$ cat config.mk
export PLATFORM = sky130hd
export DESIGN_NAME = tisaradc_offset_cal
export DESIGN_NICKNAME = d
export VERILOG_FILES = /design/src/rtl/tisaradc_offset_cal.sv
export SDC_FILE = /design/constraint.sdc
export NUM_CORES = 1
export LEC_CHECK = 0
export BUFFER_PORTS_ARGS = -buffer_cell sky130_fd_sc_hd__buf_2
export CORE_MARGIN = 2
export CORE_UTILIZATION = 40
export DETAILED_ROUTE_END_ITERATION = 10
export PLACE_DENSITY_LB_ADDON = 0.25
export SKIP_CTS_REPAIR_TIMING = 1
export SYNTH_ARGS = -nofsm -noshare
export SYNTH_HDL_FRONTEND = slang
export SYNTH_SLANG_ARGS = --single-unit
$ cat constraint.sdc
create_clock -name clk -period 9.5 [get_ports clk]
set_clock_uncertainty 0.05 [all_clocks]
set_input_delay 1.9 -clock clk [delete_from_list [all_inputs] [get_ports clk]]
set_output_delay 1.9 -clock clk [all_outputs]
set_load 0.02 [all_outputs]
$ cat src/rtl/tisaradc_offset_cal.sv
// tisaradc_offset_cal
//   Foreground offset-calibration sequencer for a time-interleaved SAR ADC.
//   For every slice selected in slice_mask it runs a TRIM_BITS-step
//   successive-approximation search on the offset trim. The ADC input is held
//   at common mode throughout, so each slice's averaged output should sit at
//   mid-code once the search is complete.
//
// Ports
//   clk         ADC output clock
//   rst_n       synchronous active-low reset
//   start       one-cycle pulse that begins calibration; only accepted in IDLE
//   abort       stops calibration; takes priority over start
//   slice_mask  1 = calibrate slice i; captured when start is accepted
//   adc_valid   adc_data carries a new sample set this cycle
//   adc_data    packed slice outputs, slice i at [i*BITS +: BITS]
//   osp         packed positive offset trim, slice i at [i*TRIM_BITS +: TRIM_BITS]
//   osm         packed negative offset trim, always ~osp
//   busy        high while a calibration run is in progress
//   done        one-cycle pulse at the end of a run that was not aborted
//   sat         slice i finished on code all-zeros or all-ones
module tisaradc_offset_cal #(
  parameter int WAYS      = 8,
  parameter int BITS      = 9,
  parameter int TRIM_BITS = 8,
  parameter int SETTLE    = 16,
  parameter int LOG2_AVG  = 4
) (
  input  logic                      clk,
  input  logic                      rst_n,
  input  logic                      start,
  input  logic                      abort,
  input  logic [WAYS-1:0]           slice_mask,
  input  logic                      adc_valid,
  input  logic [WAYS*BITS-1:0]      adc_data,
  output logic [WAYS*TRIM_BITS-1:0] osp,
  output logic [WAYS*TRIM_BITS-1:0] osm,
  output logic                      busy,
  output logic                      done,
  output logic [WAYS-1:0]           sat
);

  localparam int SL_W  = (WAYS > 1) ? $clog2(WAYS) : 1;
  localparam int K_W   = (TRIM_BITS > 1) ? $clog2(TRIM_BITS) : 1;
  localparam int CNT_W = $clog2(SETTLE + 1);
  localparam int SMP_W = LOG2_AVG + 1;
  localparam int ACC_W = BITS + LOG2_AVG;

  // Sum of 2**LOG2_AVG samples that all sit exactly at mid-code.
  localparam logic [ACC_W-1:0]     ACC_TGT  = ACC_W'(1) << (BITS - 1 + LOG2_AVG);
  localparam logic [SMP_W-1:0]     SMP_LAST = SMP_W'((1 << LOG2_AVG) - 1);
  localparam logic [CNT_W-1:0]     CNT_LAST = CNT_W'(SETTLE - 1);
  localparam logic [K_W-1:0]       K_TOP    = K_W'(TRIM_BITS - 1);
  localparam logic [TRIM_BITS-1:0] TRIM_MID = TRIM_BITS'(1) << (TRIM_BITS - 1);

  typedef enum logic [2:0] {
    S_IDLE, S_SEL, S_LOAD, S_SETTLE, S_ACCUM, S_DECIDE, S_FINISH
  } state_t;

  state_t               state_reg, state_next;
  logic [TRIM_BITS-1:0] osp_reg   [WAYS];
  logic [TRIM_BITS-1:0] osp_next  [WAYS];
  logic [WAYS-1:0]      mask_reg, mask_next;
  logic [WAYS-1:0]      fin_reg, fin_next;
  logic [WAYS-1:0]      sat_reg, sat_next;
  logic [SL_W-1:0]      slice_reg, slice_next;
  logic [K_W-1:0]       k_reg, k_next;
  logic [TRIM_BITS-1:0] base_reg, base_next;
  logic [TRIM_BITS-1:0] orig_reg, orig_next;
  logic [CNT_W-1:0]     cnt_reg, cnt_next;
  logic [SMP_W-1:0]     smp_reg, smp_next;
  logic [ACC_W-1:0]     acc_reg, acc_next;

  logic [BITS-1:0]      adc_slice [WAYS];
  logic [WAYS-1:0]      pend;
  logic [SL_W-1:0]      sel_idx;
  logic                 sel_found;
  logic [TRIM_BITS-1:0] trial;
  logic [TRIM_BITS-1:0] new_base;
  logic                 in_slice;

  genvar gi;
  generate
    for (gi = 0; gi < WAYS; gi++) begin : g_slice
      assign adc_slice[gi]                         = adc_data[gi*BITS +: BITS];
      assign osp[gi*TRIM_BITS +: TRIM_BITS]        = osp_reg[gi];
      assign osm[gi*TRIM_BITS +: TRIM_BITS]        = ~osp_reg[gi];
    end
  endgenerate

  assign busy = (state_reg != S_IDLE) && (state_reg != S_FINISH);
  assign done = (state_reg == S_FINISH);
  assign sat  = sat_reg;

  // Lowest-index slice that is masked and not yet finished.
  assign pend = mask_reg & ~fin_reg;
  always_comb begin
    sel_idx   = '0;
    sel_found = 1'b0;
    for (int i = WAYS - 1; i >= 0; i--) begin
      if (pend[i]) begin
        sel_idx   = SL_W'(i);
        sel_found = 1'b1;
      end
    end
  end

  assign trial    = base_reg | (TRIM_BITS'(1) << k_reg);
  // Output above mid-code means the trial bit pushed the slice too high.
  assign new_base = (acc_reg > ACC_TGT) ? base_reg : trial;
  // States in which osp of the current slice differs from its saved code.
  assign in_slice = (state_reg == S_LOAD) || (state_reg == S_SETTLE) ||
                    (state_reg == S_ACCUM) || (state_reg == S_DECIDE);

  always_comb begin
    state_next = state_reg;
    osp_next   = osp_reg;
    mask_next  = mask_reg;
    fin_next   = fin_reg;
    sat_next   = sat_reg;
    slice_next = slice_reg;
    k_next     = k_reg;
    base_next  = base_reg;
    orig_next  = orig_reg;
    cnt_next   = cnt_reg;
    smp_next   = smp_reg;
    acc_next   = acc_reg;

    case (state_reg)
      S_IDLE: begin
        if (start && !abort) begin
          mask_next  = slice_mask;
          fin_next   = '0;
          sat_next   = '0;
          state_next = S_SEL;
        end
      end
      S_SEL: begin
        if (sel_found) begin
          slice_next = sel_idx;
          orig_next  = osp_reg[sel_idx];
          base_next  = '0;
          k_next     = K_TOP;
          state_next = S_LOAD;
        end else begin
          state_next = S_FINISH;
        end
      end
      S_LOAD: begin
        osp_next[slice_reg] = trial;
        cnt_next   = '0;
        smp_next   = '0;
        acc_next   = '0;
        state_next = S_SETTLE;
      end
      S_SETTLE: begin
        if (cnt_reg == CNT_LAST) begin
          state_next = S_ACCUM;
        end else begin
          cnt_next = cnt_reg + CNT_W'(1);
        end
      end
      S_ACCUM: begin
        if (adc_valid) begin
          acc_next = acc_reg + ACC_W'(adc_slice[slice_reg]);
          smp_next = smp_reg + SMP_W'(1);
          if (smp_reg == SMP_LAST) begin
            state_next = S_DECIDE;
          end
        end
      end
      S_DECIDE: begin
        osp_next[slice_reg] = new_base;
        base_next = new_base;
        if (k_reg != '0) begin
          k_next     = k_reg - K_W'(1);
          state_next = S_LOAD;
        end else begin
          fin_next[slice_reg] = 1'b1;
          sat_next[slice_reg] = (new_base == '0) || (new_base == '1);
          state_next = S_SEL;
        end
      end
      S_FINISH: begin
        state_next = S_IDLE;
      end
      default: begin
        state_next = S_IDLE;
      end
    endcase

    // Abort discards the partial search of the current slice only; slices
    // finished earlier in the run keep their new codes and sat flags.
    if (abort && (state_reg != S_IDLE)) begin
      state_next = S_IDLE;
      fin_next   = fin_reg;
      sat_next   = sat_reg;
      if (in_slice) begin
        osp_next[slice_reg] = orig_reg;
      end
    end
  end

  always_ff @(posedge clk) begin
    if (!rst_n) begin
      state_reg <= S_IDLE;
      for (int i = 0; i < WAYS; i++) begin
        osp_reg[i] <= TRIM_MID;
      end
      mask_reg  <= '0;
      fin_reg   <= '0;
      sat_reg   <= '0;
      slice_reg <= '0;
      k_reg     <= '0;
      base_reg  <= '0;
      orig_reg  <= '0;
      cnt_reg   <= '0;
      smp_reg   <= '0;
      acc_reg   <= '0;
    end else begin
      state_reg <= state_next;
      osp_reg   <= osp_next;
      mask_reg  <= mask_next;
      fin_reg   <= fin_next;
      sat_reg   <= sat_next;
      slice_reg <= slice_next;
      k_reg     <= k_next;
      base_reg  <= base_next;
      orig_reg  <= orig_next;
      cnt_reg   <= cnt_next;
      smp_reg   <= smp_next;
      acc_reg   <= acc_next;
    end
  end

endmodule
=== After elaboration in Yosys (flattened, before gate mapping) ===
Index checks and enable logic that the tools add are counted.

* Register bits: 136
* Output and inout bits: 138
* Word-level logic and storage cells: 148

* Add/subtract/negate cells: 4
* Magnitude comparators: 6
* Equal/unequal tests: 18
* Shift-type cells: 1
* Multiplexer cells: 57
* Bitwise gates (word level): 16
* Reductions and logical operators: 27

{| class="wikitable"
|+ Operators with widths
! kind !! count
|-
| $bwmux 64 || 3
|-
| $mux 64 || 2
|-
| $pmux 64 s2 || 1
|-
| $not 8->8 || 9
|-
| $mux 8 || 8
|-
| $pmux 8 s2 || 3
|-
| $mux 3 || 15
|-
| $bmux 9 s3 || 1
|-
| $pmux 13 s2 || 1
|-
| $bmux 8 s3 || 1
|-
| $demux 8 s3 || 1
|-
| $pmux 5 s2 || 2
|-
| $mux 9 || 2
|-
| $pmux 3 s6 || 1
|-
| $or 8x8->8 || 2
|-
| $add 13x9->13 || 1
|-
| $gt 13x13->1 const B || 1
|-
| $mux 13 || 1
|-
| $add 5x1->5 const B || 2
|-
| $eq 5x4->1 const B || 2
|-
| $mux 5 || 2
|-
| $ne 2x2->1 const B || 5
|-
| $reduce_and 2->1 || 5
|-
| $eq 3x3->1 const B || 3
|-
| 29 further kinds || 55
|}

=== Longest topological paths before layout ===
* Depth in word-level cells: 14
* Depth in mapped cells: 15

=== Least setup slack after synthesis ===
OpenSTA, ideal clock, no wires.

* Kind: input -> register
* From: input adc_data[36]
* To: register acc_reg[10]
* Arrival: 3.658 ns
* Required time: 9.330 ns
* Slack: 5.672 ns
* Stages: 11
* Buffers on the path: 0
* Path through: a22oi_1 -> nand4_1 -> ha_1 -> inv_1 -> fa_1 -> nor2b_1 -> o21a_1 -> o21ai_0 -> a31oi_1 -> mux2i_1 -> nand2_1

* Word-level cells in the longest chain between the ends: 6

{| class="wikitable"
|+ Ends and longest elaborated chain
! element !! line !! source
|-
| from (decl) || 34 || <nowiki>input logic [WAYS*BITS-1:0] adc_data,</nowiki>
|-
| $bmux 9 s3 || 164 || <nowiki>acc_next = acc_reg + ACC_W'(adc_slice[slice_reg]);</nowiki>
|-
| $mux 9 (not written as such) (2 in a row) || 164 ||
|-
| $add 13x9->13 || 164 ||
|-
| $mux 13 || 163 || <nowiki>if (adc_valid) begin</nowiki>
|-
| $pmux 13 s2 || 128 || <nowiki>case (state_reg)</nowiki>
|-
| to (signal assigned) || 231 || <nowiki>acc_reg <= acc_next;</nowiki>
|-
| to (decl) || 71 || <nowiki>logic [ACC_W-1:0] acc_reg, acc_next;</nowiki>
|}

Every way passes these cells. The select of a mux whose other input is x is not followed.
A chain may end at the register's enable or synchronous reset.

==> flow_summary.toml <==
[outcome]
outcome = "finished, violations left"
violations = "design-rule violations"

[timing]
finalSetupViolations = 0
fin_setup_tns_ns = 0
period_share_pct = 43.1
rsz0062_at_grt = "false"
hold_viol = 0
fin_crit_ns = 4.10
max_freq_mhz = 244
max_slew.worst_pin.slew_ns = 1.20
finalMaxSlewViolations = 0
slew_headroom_pct = 19.8

[layout]
fillerInstances = 1746
nets = 1236
drive_gt1_share_pct = 26.1
syn2layout_area_growth_pct = 25.4
fin_util_pct = 51.4
largest_register_ffs = 64
antenna_cells = 0

[floorplan]
ios = 223
initial_utilization_pct = 40.9
coreArea_um2 = 18100
fp.dieW_um = 140
rows = 49
die_area_um2 = 19600
die_h_um = 140

[power]
switchingPower_uw = 777
internal_power_mw = 1.22
vdd_ir_drop_max_uv = 159
comb_power_share_pct = 31.8
power_density_nw_per_um2 = 215
p_seq_share_pct = 35.5
cellLeakagePower_nw = 3.79
switching_share_pct = 38.9
p_clk_share_pct = 32.7

[critical_path]
reg2reg_to = "acc_reg[10]"
critical_path_class = "input port to flip-flop"
cpMaxStageDelayCell = "nor4b_4"
crit_path_start_kind = "input port"
reg2reg_slack_ns = 5.76
path_max_fanout = 52
reg2reg_from = "slice_reg[2]"
worstPathRequired_ns = 9.80
ff2ff_path_depth = 12
cp.arrival_ns = 4.40
cp_cell_sequence = "buf_2 > buf_4 > and2_1 > nor4b_4 > nand2_1 > and3_1 > o221ai_1"
endpoint_kind = "flip-flop"
max_stage_delay_ns = 0.80

[global_route]
grt_pass1_wl_mm = 39.3
grtUsageMet1_pct = 31.3
top_usage_layer = "met2"
track_usage_pct = 25.3
grt_max_degree = 58
antenna_found_initial = 0
grtUsageMet3_pct = 4.48
met2_usage_pct = 44.0
first_global_vias = 7433
grt_overflow = 0

[run]
maxCapViolations = 0

[clocking]
clk_pin_slew_ns = 0.06
clk_latency_ns = 0.44
cts_root_buffer = "clkbuf_16"
h-tree-depth = 4
cts_tree = "done"
cts_buffers = 17
clock_path_buffers = 2
clock_sinks = 136

[logic_synthesis]
synth_cell_type_count = 63
ys_seq_area_share_pct = 36.8
syn_nets = 1040
syn-cell-area_um2 = 7410
synth_seq_cells = 136
syn_area_per_cell_um2 = 7.91
synth_ff_type = "dfxtp_1"
yosysWarnings = 0
async_flop_share_pct = 0
synth_edf_count = 0
netlist_instances = 936

[route]
first_pass_iters = 11
drt_wl_total_mm = 25.5
via_per_inst = 5.93
drc = 19
wl_per_cell_um = 18.6
vias = 8153
drtIter0Drc = 774
antenna_left = 0

[min_path]
whs_endpoint = "mask_reg[6]"
holdPathStages = 2
min-delay-start = "mask_reg[6]"
hp-class = "flip-flop to flip-flop"

[place]
gp_congestion = 0.911
port_buffers = 222
dp_hpwl_mm = 18.7
-- kinds of logic (layout without fill, tap and decap cells) --
family | Yosys count | after routing | synth area share [%]
muxes | 11 | 11 | 1.50
adders and majority gates | 19 | 19 | 3.31
xor gates and xnor gates | 9 | 9 | 1.06
AOI/OAI and AO/OA | 289 | 289 | 27.7
and+or+nand+nor | 336 | 336 | 22.7
buffers and inverters | 136 | 345 | 6.96
DFF | 136 | 136 | 36.8
-- worst max path at each step --
| stage | endpoint | startpoint | slack (ns) | depth (start not counted) |
|---|---|---|---|---|
| 2_1_floorplan | acc_reg[10] | adc_data[36] | 5.67 | 11 |
| 3_3_place_gp | orig_reg[2] | rst_n | 5.17 | 7 |
| 3_5_place_dp | orig_reg[4] | rst_n | 5.05 | 7 |
| 4_1_cts | orig_reg[0] | rst_n | 5.52 | 7 |
| 5_1_grt | orig_reg[0] | rst_n | 5.22 | 7 |
| 6_report | orig_reg[0] | rst_n | 5.40 | 7 |
-- worst max-delay path: cells and delay by family --
family / cells / cell delay [ns]
and+or+nand+nor: 4 / 1.77
AOI/OAI and AO/OA: 1 / 0.16
buffers and inverters: 2 / 0.54
-- placed cells by master, fill, tap and decap left out, types with 4 or more instances in the layout --
| cell type | count |
|---|---|
| o211ai_1 | 5 |
| and2_1 | 5 |
| mux2i_1 | 10 |
| nor2_1 | 67 |
| nand3b_1 | 8 |
| clkbuf_16 | 17 |
| a22oi_1 | 49 |
| nand2b_1 | 7 |
| xor2_1 | 5 |
| o21ai_0 | 35 |
| buf_4 | 11 |
| a221oi_1 | 14 |
| dfxtp_1 | 136 |
| buf_2 | 222 |
| nor4_1 | 11 |
| ha_1 | 18 |
| xnor2_1 | 4 |
| nor2b_1 | 10 |
| nand4_1 | 13 |
| o22ai_1 | 20 |
| and3b_1 | 5 |
| a22o_1 | 16 |
| nand2_1 | 107 |
| nand3_1 | 40 |
| o221ai_1 | 24 |
| o21ai_2 | 8 |
| and3_1 | 15 |
| nor3_1 | 24 |
| inv_1 | 80 |
| nor3b_2 | 5 |
| a31oi_1 | 10 |
| inv_6 | 5 |
| a32oi_1 | 18 |
| a21oi_1 | 60 |
-- per-stage QoR --
step / std cells / hold slack (ns) / instance area (um2) / setup slack [ns] / power (mW)
2_1_floorplan: 936 / 0.365 / 7410 / 5.67 / 1.13
3_3_place_gp: 1342 / 0.387 / 8710 / 5.17 / 1.34
3_5_place_dp: 1342 / 0.385 / 8710 / 5.05 / 1.34
4_1_cts: 1374 / 0.403 / 9290 / 5.52 / 1.99
5_1_grt: 1374 / 0.424 / 9290 / 5.22 / 2.09
6_report: 1374 / 0.404 / 9290 / 5.40 / 2.00
-- power groups by stage --
stage	clock [mW]	sequential [mW]	combinational, mW
global placement	0	0.720	0.619
finish	0.654	0.710	0.636
global route	0.682	0.718	0.687
floorplan	0	0.688	0.445
CTS	0.656	0.707	0.627
detailed placement	0	0.720	0.625
-- final cells by class --
type / instances / area (um2) / area share, %
clock buffers: 20 / 467 / 5.02
clock inverters: 12 / 113 / 1.21
inverters: 80 / 300 / 3.23
multi-input cells: 664 / 4210 / 45.3
flip-flops and latches: 136 / 2720 / 29.3
well taps: 229 / 287 / 3.08
repair buffers: 233 / 1190 / 12.9
-- cells in the mapped netlist (4+ instances only) --
cell      instances  area share, %
buf_2             4           0.27
nor4_1           11           0.93
o221ai_1         24            2.8
o21ai_2           8           0.95
a32oi_1          18            2.1
and3_1           15            1.3
dfxtp_1         136             37
nor2b_1          10           0.84
o21ai_0          36            2.4
nand2b_1          7           0.59
ha_1             18            3.0
a22o_1           16            1.9
and3b_1           5           0.59
a22oi_1          49            5.0
nor2_1           67            3.4
o22ai_1          20            1.7
a21oi_1          60            4.1
nor3_1           25            1.7
o211ai_1          5           0.51
inv_1            80            4.1
clkbuf_1         51            2.6
and2_1            5           0.42
xor2_1            5           0.59
mux2i_1          10            1.4
nand3_1          40            2.7
nand2_1         107            5.4
nand3b_1          8           0.81
xnor2_1           4           0.47
a221oi_1         15            1.8
nor3b_1           4           0.41
nand4_1          13            1.1
a31oi_1          11           0.93
-- layer usage --
layer  up-vias  routed length (um)
met5         -                   0
met4         0                 639
met3        45                1870
met2       445               12500
li1       3848                   -
met1      3815               10500
Power figures use the tool's default switching activity.
